===== config.mk =====
export PLATFORM = sky130hd
export DESIGN_NAME = heading_bank
export DESIGN_NICKNAME = d
export VERILOG_FILES = /design/src/rtl/heading_bank.sv
export SDC_FILE = /design/constraint.sdc
export NUM_CORES = 1
export LEC_CHECK = 0
export CORE_ASPECT_RATIO = 1.1
export CORE_MARGIN = 1.5
export CORE_UTILIZATION = 38
export DETAILED_ROUTE_END_ITERATION = 8
export PLACE_DENSITY = 0.71
export SLEW_MARGIN = 20
export SYNTH_ARGS = -nofsm -noshare
export SYNTH_HDL_FRONTEND = slang
export SYNTH_SLANG_ARGS = --single-unit

===== constraint.sdc =====
create_clock -name clock_i -period 1.4 [get_ports clock_i]
set_clock_uncertainty 0.1 [all_clocks]
set_input_delay 0.28 -clock clock_i [delete_from_list [all_inputs] [get_ports clock_i]]
set_output_delay 0.28 -clock clock_i [all_outputs]
set_load 0.1 [all_outputs]

===== src/rtl/heading_bank.sv =====
// heading_bank
//   Parametrised heading loader. While request_i is high a session is open;
//   each sampled rising edge of confirm_i captures one payload word from
//   input_data_i into the next heading register, in order 0..NUM_REGS-1.
//   Once every register is loaded the bank is FULL and ignores further
//   presses until request_i drops. Registered contents stay visible to the
//   display/nav datapath between sessions.
//
// Optional feature: define PARITY_CHECK_EN to require even parity over all
//   DATA_W+1 input bits. A rejected word is not captured and pulses
//   parity_err_o for one cycle. Without the macro the parity bit is ignored
//   and parity_err_o is tied low.
//
// Ports
//   clock_i        system clock, rising edge
//   reset_i        asynchronous active-high reset, clears everything
//   request_i      session open while high
//   confirm_i      key input, a sampled rising edge captures one word
//   input_data_i   {parity, payload}, DATA_W+1 bits
//   data_out_o     register k at [k*DATA_W +: DATA_W]
//   valid_mask_o   bit k set once register k loaded in the current session
//   load_idx_o     index the next accepted word will load
//   busy_o         high in ARMED
//   done_o         high in FULL
//   parity_err_o   one-cycle pulse on a rejected word
//
// state | meaning
// IDLE  | no session open, contents held
// ARMED | session open, waiting for confirm presses
// FULL  | every register loaded, presses ignored

module heading_bank #(
    parameter int DATA_W   = 7,
    parameter int NUM_REGS = 2,
    localparam int IDX_W   = $clog2(NUM_REGS)
) (
    input  logic                       clock_i,
    input  logic                       reset_i,
    input  logic                       request_i,
    input  logic                       confirm_i,
    input  logic [DATA_W:0]            input_data_i,
    output logic [NUM_REGS*DATA_W-1:0] data_out_o,
    output logic [NUM_REGS-1:0]        valid_mask_o,
    output logic [IDX_W-1:0]           load_idx_o,
    output logic                       busy_o,
    output logic                       done_o,
    output logic                       parity_err_o
);

    typedef enum logic [1:0] {
        S_IDLE  = 2'd0,
        S_ARMED = 2'd1,
        S_FULL  = 2'd2
    } state_t;

    state_t                     state_q, state_d;
    logic                       conf_prev_q;
    logic [NUM_REGS*DATA_W-1:0] data_q, data_d;
    logic [NUM_REGS-1:0]        mask_q, mask_d;
    logic [IDX_W-1:0]           idx_q, idx_d;
    logic                       perr_d;
    logic                       conf_edge;
    logic                       accept;

    // Previous confirm is tracked in every state, so a key already held
    // when the session opens never counts as a press.
    assign conf_edge = confirm_i & ~conf_prev_q;

`ifdef PARITY_CHECK_EN
    logic perr_q;
    assign accept       = ~(^input_data_i);
    assign parity_err_o = perr_q;

    always_ff @(posedge clock_i or posedge reset_i) begin
        if (reset_i) begin
            perr_q <= 1'b0;
        end else begin
            perr_q <= perr_d;
        end
    end
`else
    logic unused_parity;
    assign unused_parity = input_data_i[DATA_W] | perr_d;
    assign accept        = 1'b1;
    assign parity_err_o  = 1'b0;
`endif

    always_comb begin
        state_d = state_q;
        data_d  = data_q;
        mask_d  = mask_q;
        idx_d   = idx_q;
        perr_d  = 1'b0;
        case (state_q)
            S_IDLE: begin
                if (request_i) begin
                    state_d = S_ARMED;
                    mask_d  = '0;
                    idx_d   = '0;
                end
            end
            S_ARMED: begin
                // Dropping request wins over a same-cycle press.
                if (!request_i) begin
                    state_d = S_IDLE;
                end else if (conf_edge) begin
                    if (accept) begin
                        data_d[int'(idx_q)*DATA_W +: DATA_W] = input_data_i[DATA_W-1:0];
                        mask_d[idx_q] = 1'b1;
                        if (idx_q == IDX_W'(NUM_REGS-1)) begin
                            state_d = S_FULL;
                        end else begin
                            idx_d = idx_q + IDX_W'(1);
                        end
                    end else begin
                        perr_d = 1'b1;
                    end
                end
            end
            S_FULL: begin
                if (!request_i) begin
                    state_d = S_IDLE;
                end
            end
            default: begin
                state_d = S_IDLE;
            end
        endcase
    end

    always_ff @(posedge clock_i or posedge reset_i) begin
        if (reset_i) begin
            state_q     <= S_IDLE;
            conf_prev_q <= 1'b0;
            data_q      <= '0;
            mask_q      <= '0;
            idx_q       <= '0;
        end else begin
            state_q     <= state_d;
            conf_prev_q <= confirm_i;
            data_q      <= data_d;
            mask_q      <= mask_d;
            idx_q       <= idx_d;
        end
    end

    assign data_out_o   = data_q;
    assign valid_mask_o = mask_q;
    assign load_idx_o   = idx_q;
    assign busy_o       = (state_q == S_ARMED);
    assign done_o       = (state_q == S_FULL);

endmodule


==> Word level (Yosys, flattened, before mapping) <==
Cells that the tools add are included.
{ "totals": {"elab_cells": 47, "inputBits": 12, "register_bits": 20, "output_inout_bits": 20} }
{ "op_classes": {"magnitude_cmp": 2, "muxes": 18, "shift": 2, "n_eq_ne": 8, "mul": 1, "n_addsub": 2, "reduce_logical": 6, "bitwise": 3} }
{ "op_table": {"columns": ["cell", "n"], "rows": [
  ["$neg A4 Y33", 1],
  ["$shift A7 B33 Y14 const A", 1],
  ["$shiftx A7 B33 Y14", 1],
  ["$mux W2", 8],
  ["$bwmux W14", 1],
  ["$reduce_and A4 Y1", 2],
  ["$ne A2 B2 Y1 const B", 3],
  ["$ne A3 B2 Y1 const B", 2],
  ["$pmux W2 S3", 1],
  ["$mux W1", 5],
  ["$mul A1 B3 Y4 const B", 1],
  ["$pmux W2 S2", 1],
  ["$reduce_and A3 Y1", 1],
  ["$eq A2 B1 Y1 const B", 1],
  ["$eq A2 B2 Y1 const B", 1],
  ["$logic_not A2 Y1", 1],
  ["$lt A1 B2 Y1 const B", 1],
  ["$ne A2 B1 Y1 const B", 1],
  ["$or A2 B2 Y2", 1],
  ["$pmux W1 S2", 1],
  ["$reduce_bool A2 Y1", 1],
  ["$add A1 B1 Y1 const B", 1],
  ["$and A1 B1 Y1", 1],
  ["$demux W1 S1", 1],
  ["other kinds (3)", 3]
]} }

==> Depth between registers and ports, before layout <==
{ "depth": {"word_depth": 8, "ltp_mapped": 4, "mapped_depth_nobuf": 3} }

==> Worst setup path before layout <==
No wires, ideal clock.
{ "synth_path": {"path_type": "reg2out", "from": "reg state_q[1]", "to": "out busy_o", "arrival_ns": 1.733, "stages_incl_launch_ff": 2, "t_required_ns": 1.020, "setup_slack_ns": -0.713, "cell_sequence": "dfrtp_1 > nor2b_1"} }
{ "synth_between": {"elab_chain_len": 1} }
{ "synth_lines": {"columns": ["element", "line_no", "text"], "rows": [
  ["start, declared", "56", "state_t state_q, state_d;"],
  ["start signal, assigned", "139", "state_q <= state_d;"],
  ["$eq A2 B1 Y1", null, null],
  ["end, declared", "45", "output logic busy_o,"]
]} }
Every way passes these cells.

==> Worst setup path in the final report <==
{ "layout_path": {"from": "in confirm_i", "to": "reg data_q[9], in the netlist data_out_o[9]"} }
{ "layout_between": {"elab_chain_len": 2} }
{ "layout_lines": {"columns": ["element", "line_no", "text"], "rows": [
  ["start, declared", "40", "input logic confirm_i,"],
  ["$and A1 B1 Y1", "67", "assign conf_edge = confirm_i & ~conf_prev_q;"],
  ["$reduce_and A3 Y1 (no source line)", null, null],
  ["end signal, assigned", "141", "data_q <= data_d;"],
  ["end, declared", "58", "logic [NUM_REGS*DATA_W-1:0] data_q, data_d;"]
]} }
Every way passes these cells.
A chain may end at the register's enable or synchronous reset.

==> reports/metrics.cfg <==
[power]
p_clk_frac = 0.153
vdd_ir_drop_max_mv = 1.38
pwr-share-seq = 0.272
leakage_uw = 0.000778
swShare = 0.455
comb_power_share = 0.575
p_int_uw = 1690
switching_power_uw = 1410
power_density_mw_per_mm2 = 1970

[route]
dr.pass1.iters = 2
dr_total_vias = 611
viasPerCell = 4.66
post_drt_wl_per_cell_microns = 14.8
ant_nets = 0
drtIter0Drc = 6
drc = 0
routed_wl_mm = 1.94

[grt]
grtUsageTotal = 0.181
grt.overflow.total = 0
antenna_found_initial = 0
grt_pass1_wl_mm = 3.08
grt_max_degree = 21
grt_pass1_vias = 651

[logic_synthesis]
synthDistinctLibCells = 17
syn_area_sq_um = 826
synth-seq-cells = 20
synth-edff-count = 0
yosysMostFrequentCell = dfrtp_1
synth_area_leaders = dfrtp_1 61%, mux2_4 13%, mux2_2 9.5%
synth_top_area_share = 0.606
syn_avg_cell_area_sq_um = 15.0
ys_seq_area_frac = 0.606
synth_nets = 67
synth_common_cells = 20 x dfrtp_1, 7 x mux2_2, 7 x mux2_4
synth_cells = 55
synth_ff_type = dfrtp_1
async_reset_ff_frac = 1.00
yosysWarnings = 0
synth_area_leader_cell = dfrtp_1

[placed_design]
dp_hpwl_mm = 1.28
port_buffers = 29
place_inst = 119
gp_congestion = 0.788

[timing]
hold_violations = 0
final.min_clock_period_ps = 1640
setup-tns-final_ps = -3090
finalCritPeriodShare = 1.17
rsz0062_at_grt = yes
setup_violations = 18
final_critical_path_setup_slack_ps = -235
max_freq_mhz = 612
slew_violations = 0

[worst_setup_path]
r2r-end = data_out_o[9]
end_kind = flip-flop
path_max_fanout = 8
crit_arrival_ps = 1730
r2r_setup_slack_ps = -210
worst_ep_required_time_ps = 1500
cp_slowest_cell = clkdlybuf4s50_1
cp_slowest_stage_delay_ps = 510
startpoint_type = input port
crit_buf_inv = 2
critPathTopFamily = buffers and inverters
worstSetupPathType = in -> reg
path_cells = clkdlybuf4s50_1, and3b_1, and4b_1, buf_12, mux2_4
rr_worst_depth = 5
worstReg2RegStart = state_q[0]

[clock_network]
cts_buffers = 3
cts.path.max_buffers = 2
clk_pin_slew_ps = 120
h-tree-depth = 1
cts_tree = built
clockRootBuffer = clkbuf_4
cts.sinks = 20
clock_latency_ps = 300

[layout]
syn2layout_area_growth_pct = 91.1
multi_input_area_sq_um = 343
diodes = 0
final_nets = 116
drive_above_1_share = 0.592
n_fill_cell = 115
ff_latch_area_sq_um = 504
fin_cells = 131

[status]
failed_checks = setup timing
outcome = complete, but fails checks

[worst_hold_path]
min_path_type = in -> async

[floorplanning]
die_w_microns = 47.4
design.die.area_sq_mm = 0.00246
rows = 17
fp.coreArea_sq_mm = 0.00202
die_y_microns = 51.9
start_util = 0.409
ios = 32

[flow_run]
maxCapViolCount = 0

==> power by group through the flow <==
stage | registers [uW] | clock network, uW | logic (uW)
final | 844 | 474 | 1780
after global routing | 858 | 514 | 1830
after CTS | 845 | 485 | 1790
after detailed placement | 851 | 0 | 1730
after global placement | 851 | 0 | 1710
after floorplan | 1680 | 0 | 207
==> worst reg2reg max path: stages, from the launching register on <==
cell and delay [ps]:
dfrtp_1 380, buf_4 120, and3b_1 210, and4b_1 260
buf_12 150, mux2_4 300
==> registers in the layout, indices dropped and copies added, names as in the netlist <==
name and count:
state_q 2, conf_prev_q 1, load_idx_o 1, valid_mask_o 2, data_out_o 14
==> area by class of cell <==
type,instances,area share
well taps,28,0.0222
clock buffers,3,0.0143
inverters,2,0.00476
flip-flops and latches,20,0.320
multi-input cells,31,0.217
clock inverters,1,0.0190
repair buffers,46,0.403
==> layer usage <==
layer / track usage / vias to the layer above / part of all wire
li1: - / 281 / -
met1: 0.251 / 307 / 0.42
met2: 0.273 / 19 / 0.51
met3: 0.0382 / 4 / 0.048
met4: 0.0694 / 0 / 0.014
met5: 0 / - / 0
==> worst max-delay path by stage <==
| stage | cells after the start | slack [ps] | start | end |
|---|---|---|---|---|
| 4_1_cts | 3 | -230 | state_q[1] | done_o |
| 3_3_place_gp | 5 | -430 | confirm_i | data_out_o[13] |
| 5_1_grt | 3 | -270 | state_q[0] | done_o |
| 3_5_place_dp | 5 | -460 | confirm_i | data_out_o[9] |
| 2_1_floorplan | 3 | -130 | load_idx_o | data_out_o[10] |
| 6_report | 5 | -240 | confirm_i | data_out_o[9] |
==> logic make-up after synthesis <==
group	count (synthesis)	synth area share
DFF	20	0.606
muxes	14	0.223
and+or+nand+nor	12	0.108
AOI/OAI and AO/OA	4	0.0273
buffers and inverters	4	0.0318
other	1	0.00454
==> metrics by stage <==
step / hold slack, ps / util / area, sq um / power (uW) / setup slack, ps
2_1_floorplan: 144 / - / 847 / 1890 / -129
5_1_grt: 196 / 0.781 / 1580 / 3200 / -273
3_5_place_dp: 461 / 0.705 / 1420 / 2580 / -459
3_3_place_gp: 453 / 0.705 / 1420 / 2560 / -430
6_report: 182 / 0.781 / 1580 / 3100 / -235
4_1_cts: 187 / 0.773 / 1560 / 3120 / -233
==> placed cells by master, fill, tap and decap left out, types with 3 or more instances in the layout <==
master and n:
nor2_1 5, buf_6 4, clkbuf_4 3, a21oi_1 3
buf_4 12, clkdlybuf4s50_1 10, mux2_4 14, dfrtp_1 19
buf_12 20
==> repair_timing <==
item	CTS	global route
gates cloned	0	0
resized for setup	11	0
setup endpoints to repair	17	18
hold buffers	0	0
setup buffers	6	2
pin swaps	1	0
(Power assumes the default switching activity.)
